**config.mk**
```make
export PLATFORM = sky130hd
export DESIGN_NAME = affine_pred_collector
export DESIGN_NICKNAME = d
export VERILOG_FILES = /design/src/rtl/affine_pred_collector_pkg.sv /design/src/rtl/pred_block_fifo.sv /design/src/rtl/affine_pred_collector.sv
export SDC_FILE = /design/constraint.sdc
export NUM_CORES = 1
export LEC_CHECK = 0
export ABC_CLOCK_PERIOD_IN_PS = 18430
export CORE_MARGIN = 2
export CORE_UTILIZATION = 30
export CTS_CLUSTER_SIZE = 20
export DETAILED_ROUTE_END_ITERATION = 7
export PLACE_DENSITY = 0.59
export SLEW_MARGIN = 20
export SYNTH_ARGS = -nofsm -noshare
export SYNTH_HDL_FRONTEND = slang
export SYNTH_HIERARCHICAL = 1
export SYNTH_SLANG_ARGS = --single-unit
```
**constraint.sdc**
```tcl
create_clock -name CLK -period 18.43 [get_ports CLK]
set_clock_uncertainty 0.05 [all_clocks]
set_input_delay 4.6075 -clock CLK [delete_from_list [all_inputs] [get_ports CLK]]
set_output_delay 4.6075 -clock CLK [all_outputs]
set_load 0.02 [all_outputs]
```
**src/rtl/affine_pred_collector_pkg.sv**
```systemverilog
// Shared constants for the affine prediction collector: pixel rounding
// parameters and the packed block geometry.
package affine_pred_collector_pkg;
    localparam int PRED_SHIFT  = 6;
    localparam int PRED_OFFSET = 32;
    localparam int PIX_MAX     = 255;
    localparam int PIX_W       = 8;
    localparam int INTERM_W    = 14;
    localparam int BLK_W       = 128;
    localparam int ROW_W       = 4 * PIX_W;
endpackage

```
**src/rtl/pred_block_fifo.sv**
```systemverilog
// Synchronous first-word-fall-through FIFO for completed prediction blocks.
// A push while full is accepted only when a pop happens on the same edge.
module pred_block_fifo #(
    parameter int DEPTH = 2,
    parameter int WIDTH = 133
) (
    input  logic             clk,
    input  logic             rst,
    input  logic             push,
    input  logic             pop,
    input  logic [WIDTH-1:0] din,
    output logic [WIDTH-1:0] dout,
    output logic             full,
    output logic             empty
);
    localparam int AW = (DEPTH > 1) ? $clog2(DEPTH) : 1;
    localparam int CW = $clog2(DEPTH + 1);

    logic [WIDTH-1:0] mem_q [DEPTH];
    logic [AW-1:0]    wr_ptr_q, wr_ptr_d;
    logic [AW-1:0]    rd_ptr_q, rd_ptr_d;
    logic [CW-1:0]    cnt_q, cnt_d;
    logic             do_push, do_pop;

    function automatic logic [AW-1:0] next_ptr(input logic [AW-1:0] p);
        return (p == AW'(DEPTH - 1)) ? '0 : p + AW'(1);
    endfunction

    assign full    = (cnt_q == CW'(DEPTH));
    assign empty   = (cnt_q == '0);
    assign do_pop  = pop && !empty;
    assign do_push = push && (!full || do_pop);
    assign dout    = mem_q[rd_ptr_q];

    always_comb begin
        wr_ptr_d = do_push ? next_ptr(wr_ptr_q) : wr_ptr_q;
        rd_ptr_d = do_pop  ? next_ptr(rd_ptr_q) : rd_ptr_q;
        cnt_d    = cnt_q + CW'(do_push) - CW'(do_pop);
    end

    always_ff @(posedge clk) begin
        if (rst) begin
            wr_ptr_q <= '0;
            rd_ptr_q <= '0;
            cnt_q    <= '0;
        end else begin
            wr_ptr_q <= wr_ptr_d;
            rd_ptr_q <= rd_ptr_d;
            cnt_q    <= cnt_d;
        end
    end

    // Storage carries no reset; occupancy alone decides what is visible.
    always_ff @(posedge clk) begin
        if (do_push) mem_q[wr_ptr_q] <= din;
    end
endmodule

```
**src/rtl/affine_pred_collector.sv**
```systemverilog
// Collects interpolated rows, rounds/clips them to 8-bit pixels, assembles
// 4x4 predicted sub-blocks and queues them for the residual/SAD consumer.
module affine_pred_collector
    import affine_pred_collector_pkg::*;
#(
    parameter int FIFO_DEPTH    = 2,
    parameter int NUM_SUBBLOCKS = 16,
    parameter int IDX_W         = 4
) (
    input  logic                CLK,
    input  logic                RESET,
    input  logic                FLAG_INT_OUT,
    input  logic                DONE_ALL,
    input  logic [INTERM_W-1:0] INTERP_OUT_0,
    input  logic [INTERM_W-1:0] INTERP_OUT_1,
    input  logic [INTERM_W-1:0] INTERP_OUT_2,
    input  logic [INTERM_W-1:0] INTERP_OUT_3,
    output logic [BLK_W-1:0]    OUT_BLOCK,
    output logic                OUT_VALID,
    input  logic                OUT_READY,
    output logic [IDX_W-1:0]    OUT_BLK_IDX,
    output logic                OUT_LAST,
    output logic                OVERFLOW,
    output logic                ERR_PARTIAL,
    output logic [1:0]          TB_ROW_COUNT
);
    localparam int ENT_W = BLK_W + IDX_W + 1;

    function automatic logic [PIX_W-1:0] round_clip(input logic [INTERM_W-1:0] v);
        logic [INTERM_W:0] sum;
        logic [INTERM_W:0] p;
        sum = {1'b0, v} + (INTERM_W + 1)'(PRED_OFFSET);
        p   = sum >> PRED_SHIFT;
        if (p > (INTERM_W + 1)'(PIX_MAX)) return PIX_W'(PIX_MAX);
        return p[PIX_W-1:0];
    endfunction

    logic [ROW_W-1:0] row_pix;
    logic [ROW_W-1:0] row0_q, row1_q, row2_q;
    logic [1:0]       row_cnt_q, row_cnt_d;
    logic [IDX_W-1:0] blk_cnt_q, blk_cnt_d;
    logic             ovf_q, ovf_d;
    logic             err_q, err_d;
    logic             blk_done, fifo_pop, fifo_full, fifo_empty;
    logic [ENT_W-1:0] fifo_din, fifo_dout;

    assign row_pix  = {round_clip(INTERP_OUT_3), round_clip(INTERP_OUT_2),
                       round_clip(INTERP_OUT_1), round_clip(INTERP_OUT_0)};
    assign blk_done = FLAG_INT_OUT && (row_cnt_q == 2'd3);
    assign fifo_pop = OUT_VALID && OUT_READY;
    assign fifo_din = {(blk_cnt_q == IDX_W'(NUM_SUBBLOCKS - 1)), blk_cnt_q,
                       row_pix, row2_q, row1_q, row0_q};

    always_comb begin
        row_cnt_d = row_cnt_q;
        blk_cnt_d = blk_cnt_q;
        ovf_d     = ovf_q;
        err_d     = err_q;
        if (FLAG_INT_OUT) begin
            row_cnt_d = row_cnt_q + 2'd1;
            if (blk_done) begin
                blk_cnt_d = (blk_cnt_q == IDX_W'(NUM_SUBBLOCKS - 1)) ? '0 : blk_cnt_q + IDX_W'(1);
                if (fifo_full && !fifo_pop) ovf_d = 1'b1;
            end
        end
        // The row captured this cycle counts before DONE_ALL flushes the block.
        if (DONE_ALL) begin
            if (row_cnt_d != 2'd0) err_d = 1'b1;
            row_cnt_d = '0;
            blk_cnt_d = '0;
        end
    end

    always_ff @(posedge CLK) begin
        if (RESET) begin
            row_cnt_q <= '0;
            blk_cnt_q <= '0;
            ovf_q     <= 1'b0;
            err_q     <= 1'b0;
        end else begin
            row_cnt_q <= row_cnt_d;
            blk_cnt_q <= blk_cnt_d;
            ovf_q     <= ovf_d;
            err_q     <= err_d;
        end
    end

    always_ff @(posedge CLK) begin
        if (FLAG_INT_OUT) begin
            case (row_cnt_q)
                2'd0:    row0_q <= row_pix;
                2'd1:    row1_q <= row_pix;
                2'd2:    row2_q <= row_pix;
                default: ;
            endcase
        end
    end

    pred_block_fifo #(
        .DEPTH (FIFO_DEPTH),
        .WIDTH (ENT_W)
    ) u_fifo (
        .clk   (CLK),
        .rst   (RESET),
        .push  (blk_done),
        .pop   (fifo_pop),
        .din   (fifo_din),
        .dout  (fifo_dout),
        .full  (fifo_full),
        .empty (fifo_empty)
    );

    // Outputs read zero whenever nothing is queued.
    assign OUT_VALID    = !fifo_empty;
    assign OUT_BLOCK    = OUT_VALID ? fifo_dout[BLK_W-1:0] : '0;
    assign OUT_BLK_IDX  = OUT_VALID ? fifo_dout[BLK_W +: IDX_W] : '0;
    assign OUT_LAST     = OUT_VALID && fifo_dout[ENT_W-1];
    assign OVERFLOW     = ovf_q;
    assign ERR_PARTIAL  = err_q;
    assign TB_ROW_COUNT = row_cnt_q;
endmodule

```
Word-level counts from Yosys, hierarchy flattened
Memories as Yosys holds them, arrays and structs flattened. A register that Yosys moved wholly into a read port is not among the register bits.
Index checks and enable logic that the tools add are counted.
{ "op_classes": {"addsub": 10, "n_lt_le_gt_ge": 4, "n_eq_ne": 5, "muxes": 22, "reduce_logical": 20} }
{ "op_table": {"columns": ["op", "count"], "rows": [
  ["2-to-1 mux 128 bit", 1],
  ["2-to-1 mux 8 bit", 8],
  ["adder 14 x 6 -> 15 bit, second input constant", 4],
  ["greater-than comparator 9 x 8 -> 1 bit, second input constant", 4],
  ["2-to-1 mux 1 bit", 10],
  ["AND reduction 2 bit", 5],
  ["2-to-1 mux 4 bit", 2],
  ["equality test 2 bit, second input constant", 3],
  ["logical AND 1 bit", 6],
  ["adder 4 x 1 -> 4 bit, second input constant", 1],
  ["equality test 4 bit, second input constant", 1],
  ["logical NOT 2 bit", 2],
  ["logical NOT 1 bit", 3],
  ["AND reduction 3 bit", 1],
  ["adder 1 bit, second input constant", 2],
  ["adder 2 x 1 -> 2 bit", 1],
  ["adder 2 x 1 -> 2 bit, second input constant", 1],
  ["equality test 2 x 1 -> 1 bit, second input constant", 1],
  ["2-to-1 mux 2 bit", 1],
  ["nonzero test 2 bit", 1],
  ["OR reduction 2 bit", 1],
  ["subtractor 2 x 1 -> 2 bit", 1],
  ["logical OR 1 bit", 1]
]} }
{ "totals": {"ff_bits": 108, "ramBits": 266, "inputBits": 61, "word_cells": 72, "mem_count": 1} }
{ "mem_list": {"columns": ["memory", "words", "width", "read_ports", "rd_ports_with_merged_regs", "wr", "line", "rtl"], "rows": [
  ["u_fifo.mem_q", 2, 133, 1, 1, 1, "pred_block_fifo.sv:19", "logic [WIDTH-1:0] mem_q [DEPTH];"]
]} }

Longest topological paths before layout
{ "depth": {"word_depth": 8, "depth_mapped": 10} }

Hierarchy
Netlist, hierarchy kept.
{ "modules_own_cells": {"columns": ["mod", "n_inst", "cells_per_inst", "area_per_inst_um2"], "rows": [
  ["pred_block_fifo", 1, 446, 10142.2],
  ["affine_pred_collector", 1, 412, 4949.7]
]} }

Worst setup path before layout
No wires, ideal clock.
{ "synth_timing": {"path_kind": "input port to flip-flop", "startpoint": "in FLAG_INT_OUT", "endpoint": "mem u_fifo.mem_q[0][0] (enable)", "setup_ns": 0.627, "arrival_ns": 10.639, "slack_ns": 7.114, "path_stages": 5, "n_path_buf": 1, "path_cell_list": "buf_4 > nand2_1 > inv_1 > o21ai_2 > nor2_1"} }
{ "synth_between": {"elab_chain_cells": 4} }
{ "synth_lines": {"columns": ["item", "line", "rtl"], "rows": [
  ["from (decl)", "affine_pred_collector.sv:12", "input logic FLAG_INT_OUT,"],
  ["logical AND 1 bit", "affine_pred_collector.sv:49", "assign blk_done = FLAG_INT_OUT && (row_cnt_q == 2'd3);"],
  ["named net blk_done", "affine_pred_collector.sv:44", "logic blk_done, fifo_pop, fifo_full, fifo_empty;"],
  ["logical AND 1 bit", "pred_block_fifo.sv:32", "assign do_push = push && (!full || do_pop);"],
  ["2-to-1 mux 1 bit", "pred_block_fifo.sv:55", "if (do_push) mem_q[wr_ptr_q] <= din;"],
  ["2-to-1 mux 1 bit (implied by the code)", "pred_block_fifo.sv:55", null],
  ["to (decl)", "pred_block_fifo.sv:19", null]
]} }
The timed path passes the listed nets, and every way through them passes these cells.

==> reports/qor.csv <==
stage,metric,value,unit
floorplanning,DIE AREA,0.0521,sq mm
job,max capacitance violation total,0,
sta,period utilisation layout,0.436,
power_and_ir_drop,combinational share of power,0.022,
synthesis,ys async rst share,0,
floorplanning,Initial Util,0.303,
min_path,Hold EP,u_fifo/mem_q[1][73],
worst_setup_path,CP Launch Type,register,
clock_network,# H-tree levels,2,
floorplanning,DIE WIDTH,228,um
worst_setup_path,FF-to-FF End,u_fifo/mem_q[0][57],
grt,global-route wire length before repair,46400,um
routing,total wire length,30400,um
power_and_ir_drop,Clk pwr share,0.463,
power_and_ir_drop,Seq pwr share,0.515,
min_path,Worst Hold Class,reg2reg,
cells_and_area,area grow syn2layout,26.1,%
routing,Antenna Nets Post-Route,0,
grt,Tot GR Track Use,0.116,
sta,hold slack,0.391,ns
power_and_ir_drop,cell area power density,96.5,mW/mm^2
place,Placer Congestion,0.744,
sta,Final min period,8.03,ns
place,input/output buffers,178,
clock_network,clock root buffer,clkbuf_16,
cells_and_area,final instance area,0.0190,sq mm
sta,Max Freq,0.125,GHz
sta,RSZ-0062 raised after global routing,no,
clock_network,Clock transition at path regs,0.06,ns
synthesis,Mapped Cells,858,
synthesis,Yosys reg bits,375,
clock_network,post_cts resized,0,
routing,Vias/cell,4.40,
routing,wire per inst,17.3,um
place,Post-DP Area,0.0176,sq mm
clock_network,Clock Latency Late Sink,0.54,ns
status,status,"finished, final reports clean",
power_and_ir_drop,Peak VDD IR,0.0462,mV
clock_network,Sinks on Clock Net,375,
worst_setup_path,CP Capture Type,output pin,
power_and_ir_drop,Final Power,1.84,mW
worst_setup_path,CP Data Required Time,13.77,ns
synthesis,synthesized cell area,0.0151,sq mm
floorplanning,cell row count,82,
clock_network,post-CTS setup buffers,0,
power_and_ir_drop,switching part of the total power,0.188,
place,dpl hpwl,18100,um
synthesis,Main synth FF type,edfxtp_1,
grt,initial antenna violation count,0,
clock_network,clk buf depth,3,
clock_network,hold buffers post-CTS,0,
synthesis,post-synthesis cell type count,42,
routing,vias,7734,
worst_setup_path,crit path max fanout,52,
power_and_ir_drop,internal power,1.49,mW
sta,slew margin rel.,0.342,
cells_and_area,multi-input logic area,0.00375,sq mm
worst_setup_path,Reg2Reg Depth,7,
worst_setup_path,"Worst Path Class, Setup",reg2out,
place,dpl cells,1687,
floorplanning,Die Y,228,um
cells_and_area,Nets,1127,
sta,Pins Over Slew Limit,0,
worst_setup_path,CP max-delay cell,buf_4,
worst_setup_path,crit-path cells,"buf_4, mux2_2, nor2b_1, clkdlybuf4s50_1",
cells_and_area,Filler Cells Inserted,4670,
power_and_ir_drop,Leak,6.17,nW
sta,Setup-failing EPs final,0,
cells_and_area,register area,0.0111,sq mm
floorplanning,core area,0.0499,sq mm
routing,DRC Markers,0,
synthesis,Post-synth EDFFs,362,
worst_setup_path,Worst EP arrival,3.37,ns
clock_network,TritonCTS clock tree,yes,
grt,vias in the first global route,7950,
grt,grt total ovfl,0,
floorplanning,boundary pin count,199,
cells_and_area,share of layout cells above drive strength 1,0.205,
power_and_ir_drop,P_sw,0.345,mW
min_path,HP Start,row2_q[9],
sta,Slew @ Worst Pin,0.988,ns
worst_setup_path,R2R setup slack,15.30,ns
synthesis,yosys warns,6,
cells_and_area,final non-filler cell total,1759,
routing,DRT iter0 DRCs,339,
sta,final hold vios,0,
min_path,worst hold path cell count,0,
synthesis,register area share after synthesis,0.738,
worst_setup_path,RR Startpoint,u_fifo/cnt_q[1],
synthesis,syn_area_per_cell,17.6,sq um
worst_setup_path,crit-path max cell delay,0.83,ns
clock_network,Num CTS Buffers,39,
sta,Final TNS setup,0,ns
grt,largest net degree at the start of global routing,77,
routing,First-pass DRT Iterations,4,
synthesis,Mapped Nets,929,
synth_stat cells (3+ instances only):
cell type    n  share of area
xor2_1       7         0.0041
mux2_4      70          0.070
clkbuf_1    14         0.0035
nor2_1      19         0.0047
and2_1       3         0.0012
nand2b_1     7         0.0029
nand2_1     29         0.0072
and3_1       8         0.0033
dfxtp_1     13          0.017
a21oi_1     11         0.0036
mux2i_1      3         0.0020
buf_2        8         0.0027
ha_1        10         0.0083
inv_1        9         0.0022
a31oi_1      6         0.0025
buf_6        9         0.0067
nand4_1      7         0.0029
nor2b_1    136          0.056
o21ai_0      4         0.0013
nand3_1     18         0.0060
or3_1        5         0.0021
edfxtp_1   362           0.72
mux2_1       3         0.0022
xnor2_1      6         0.0035
mux2_2      71          0.053
routing by layer:
| layer | vias up | track usage | share of wire |
|---|---|---|---|
| li1 | 3607 | - | - |
| met1 | 3906 | 0.152 | 0.45 |
| met2 | 181 | 0.191 | 0.48 |
| met3 | 40 | 0.0282 | 0.045 |
| met4 | 0 | 0.0335 | 0.019 |
| met5 | - | 0 | 0 |
through the flow:
| stage | setup slack, ns | utilization |
|---|---|---|
| floorplan | 7.11 | - |
| global placement | 10.65 | 0.353 |
| detailed placement | 10.62 | 0.353 |
| CTS | 10.27 | 0.382 |
| global route | 10.19 | 0.382 |
| finish | 10.40 | 0.382 |
logic make-up (layout without fill, tap and decap cells):
group	count (synthesis)	after routing	synth area share
flip-flops	375	375	0.738
AND/OR/NAND/NOR	242	242	0.0919
multiplexers	147	147	0.127
buffers and inverters	41	269	0.0156
AO/OA/AOI/OAI	30	30	0.0123
XOR/XNOR	13	13	0.00754
adder cells (fa/ha/maj)	10	10	0.00829
other	0	1	0
worst max-delay path: cells and delay by family (launching register included):
family                 cells  cell delay, ns
buffers and inverters      2            1.41
DFF                        1            0.77
muxes                      1            0.41
and+or+nand+nor            1            0.14
power groups by stage:
stage	combinational [mW]	clock, mW	sequential, mW
2_1_floorplan	0.0165	0	0.964
3_3_place_gp	0.0406	0	0.963
3_5_place_dp	0.0412	0	0.964
4_1_cts	0.0414	0.879	0.946
5_1_grt	0.0447	0.911	0.947
6_report	0.0402	0.850	0.946
registers in the layout, summed over array words and instances, names as in the netlist, 2 cells and up, named ones only:
| name | cells |
|---|---|
| TB_ROW_COUNT | 2 |
| row0_q | 32 |
| row1_q | 32 |
| u_fifo/mem_q | 266 |
| u_fifo/cnt_q | 2 |
| row2_q | 32 |
| blk_cnt_q | 4 |
layout by cell type (no fill, tap or decap), types with 3 or more instances in the layout:
cell	Yosys	final
edfxtp_1	362	362
clkdlybuf4s50_1	0	178
nor2b_1	136	136
mux2_2	71	71
mux2_4	70	70
clkbuf_16	0	41
nand2_1	29	29
nand3_1	18	18
nor2_1	19	16
dfxtp_1	13	12
a21oi_1	11	11
buf_4	1	11
ha_1	10	10
inv_1	9	9
bufinv_16	0	9
and3_1	8	8
xor2_1	7	7
nand2b_1	7	7
nand4_1	7	7
clkbuf_1	14	7
a31oi_1	6	6
xnor2_1	6	6
clkinv_2	0	6
or3_1	5	5
o21ai_0	4	4
clkinv_1	0	4
mux2i_1	3	3
mux2_1	3	3
and2_2	0	3
nor2_4	0	3
final cells by class:
class | count | share of cell area
antenna | 1 | 0.000132
clock buffer | 48 | 0.0553
sequential | 375 | 0.585
tap | 672 | 0.0442
multi-input combinational | 442 | 0.197
clock inverter | 23 | 0.0183
timing repair buffer | 189 | 0.0980
inverter | 9 | 0.00178
worst max path at each step:
stage | to | start | slack [ns]
final | OUT_BLOCK[11] | register | 10.40
after global routing | OUT_BLOCK[19] | register | 10.19
after CTS | OUT_BLOCK[85] | register | 10.27
after detailed placement | u_fifo/mem_q[0][73] | FLAG_INT_OUT | 10.62
after global placement | u_fifo/mem_q[0][43] | FLAG_INT_OUT | 10.65
after floorplan | u_fifo/mem_q[0][0] | FLAG_INT_OUT | 7.11
No activity file was read; power rests on OpenSTA's default activity.
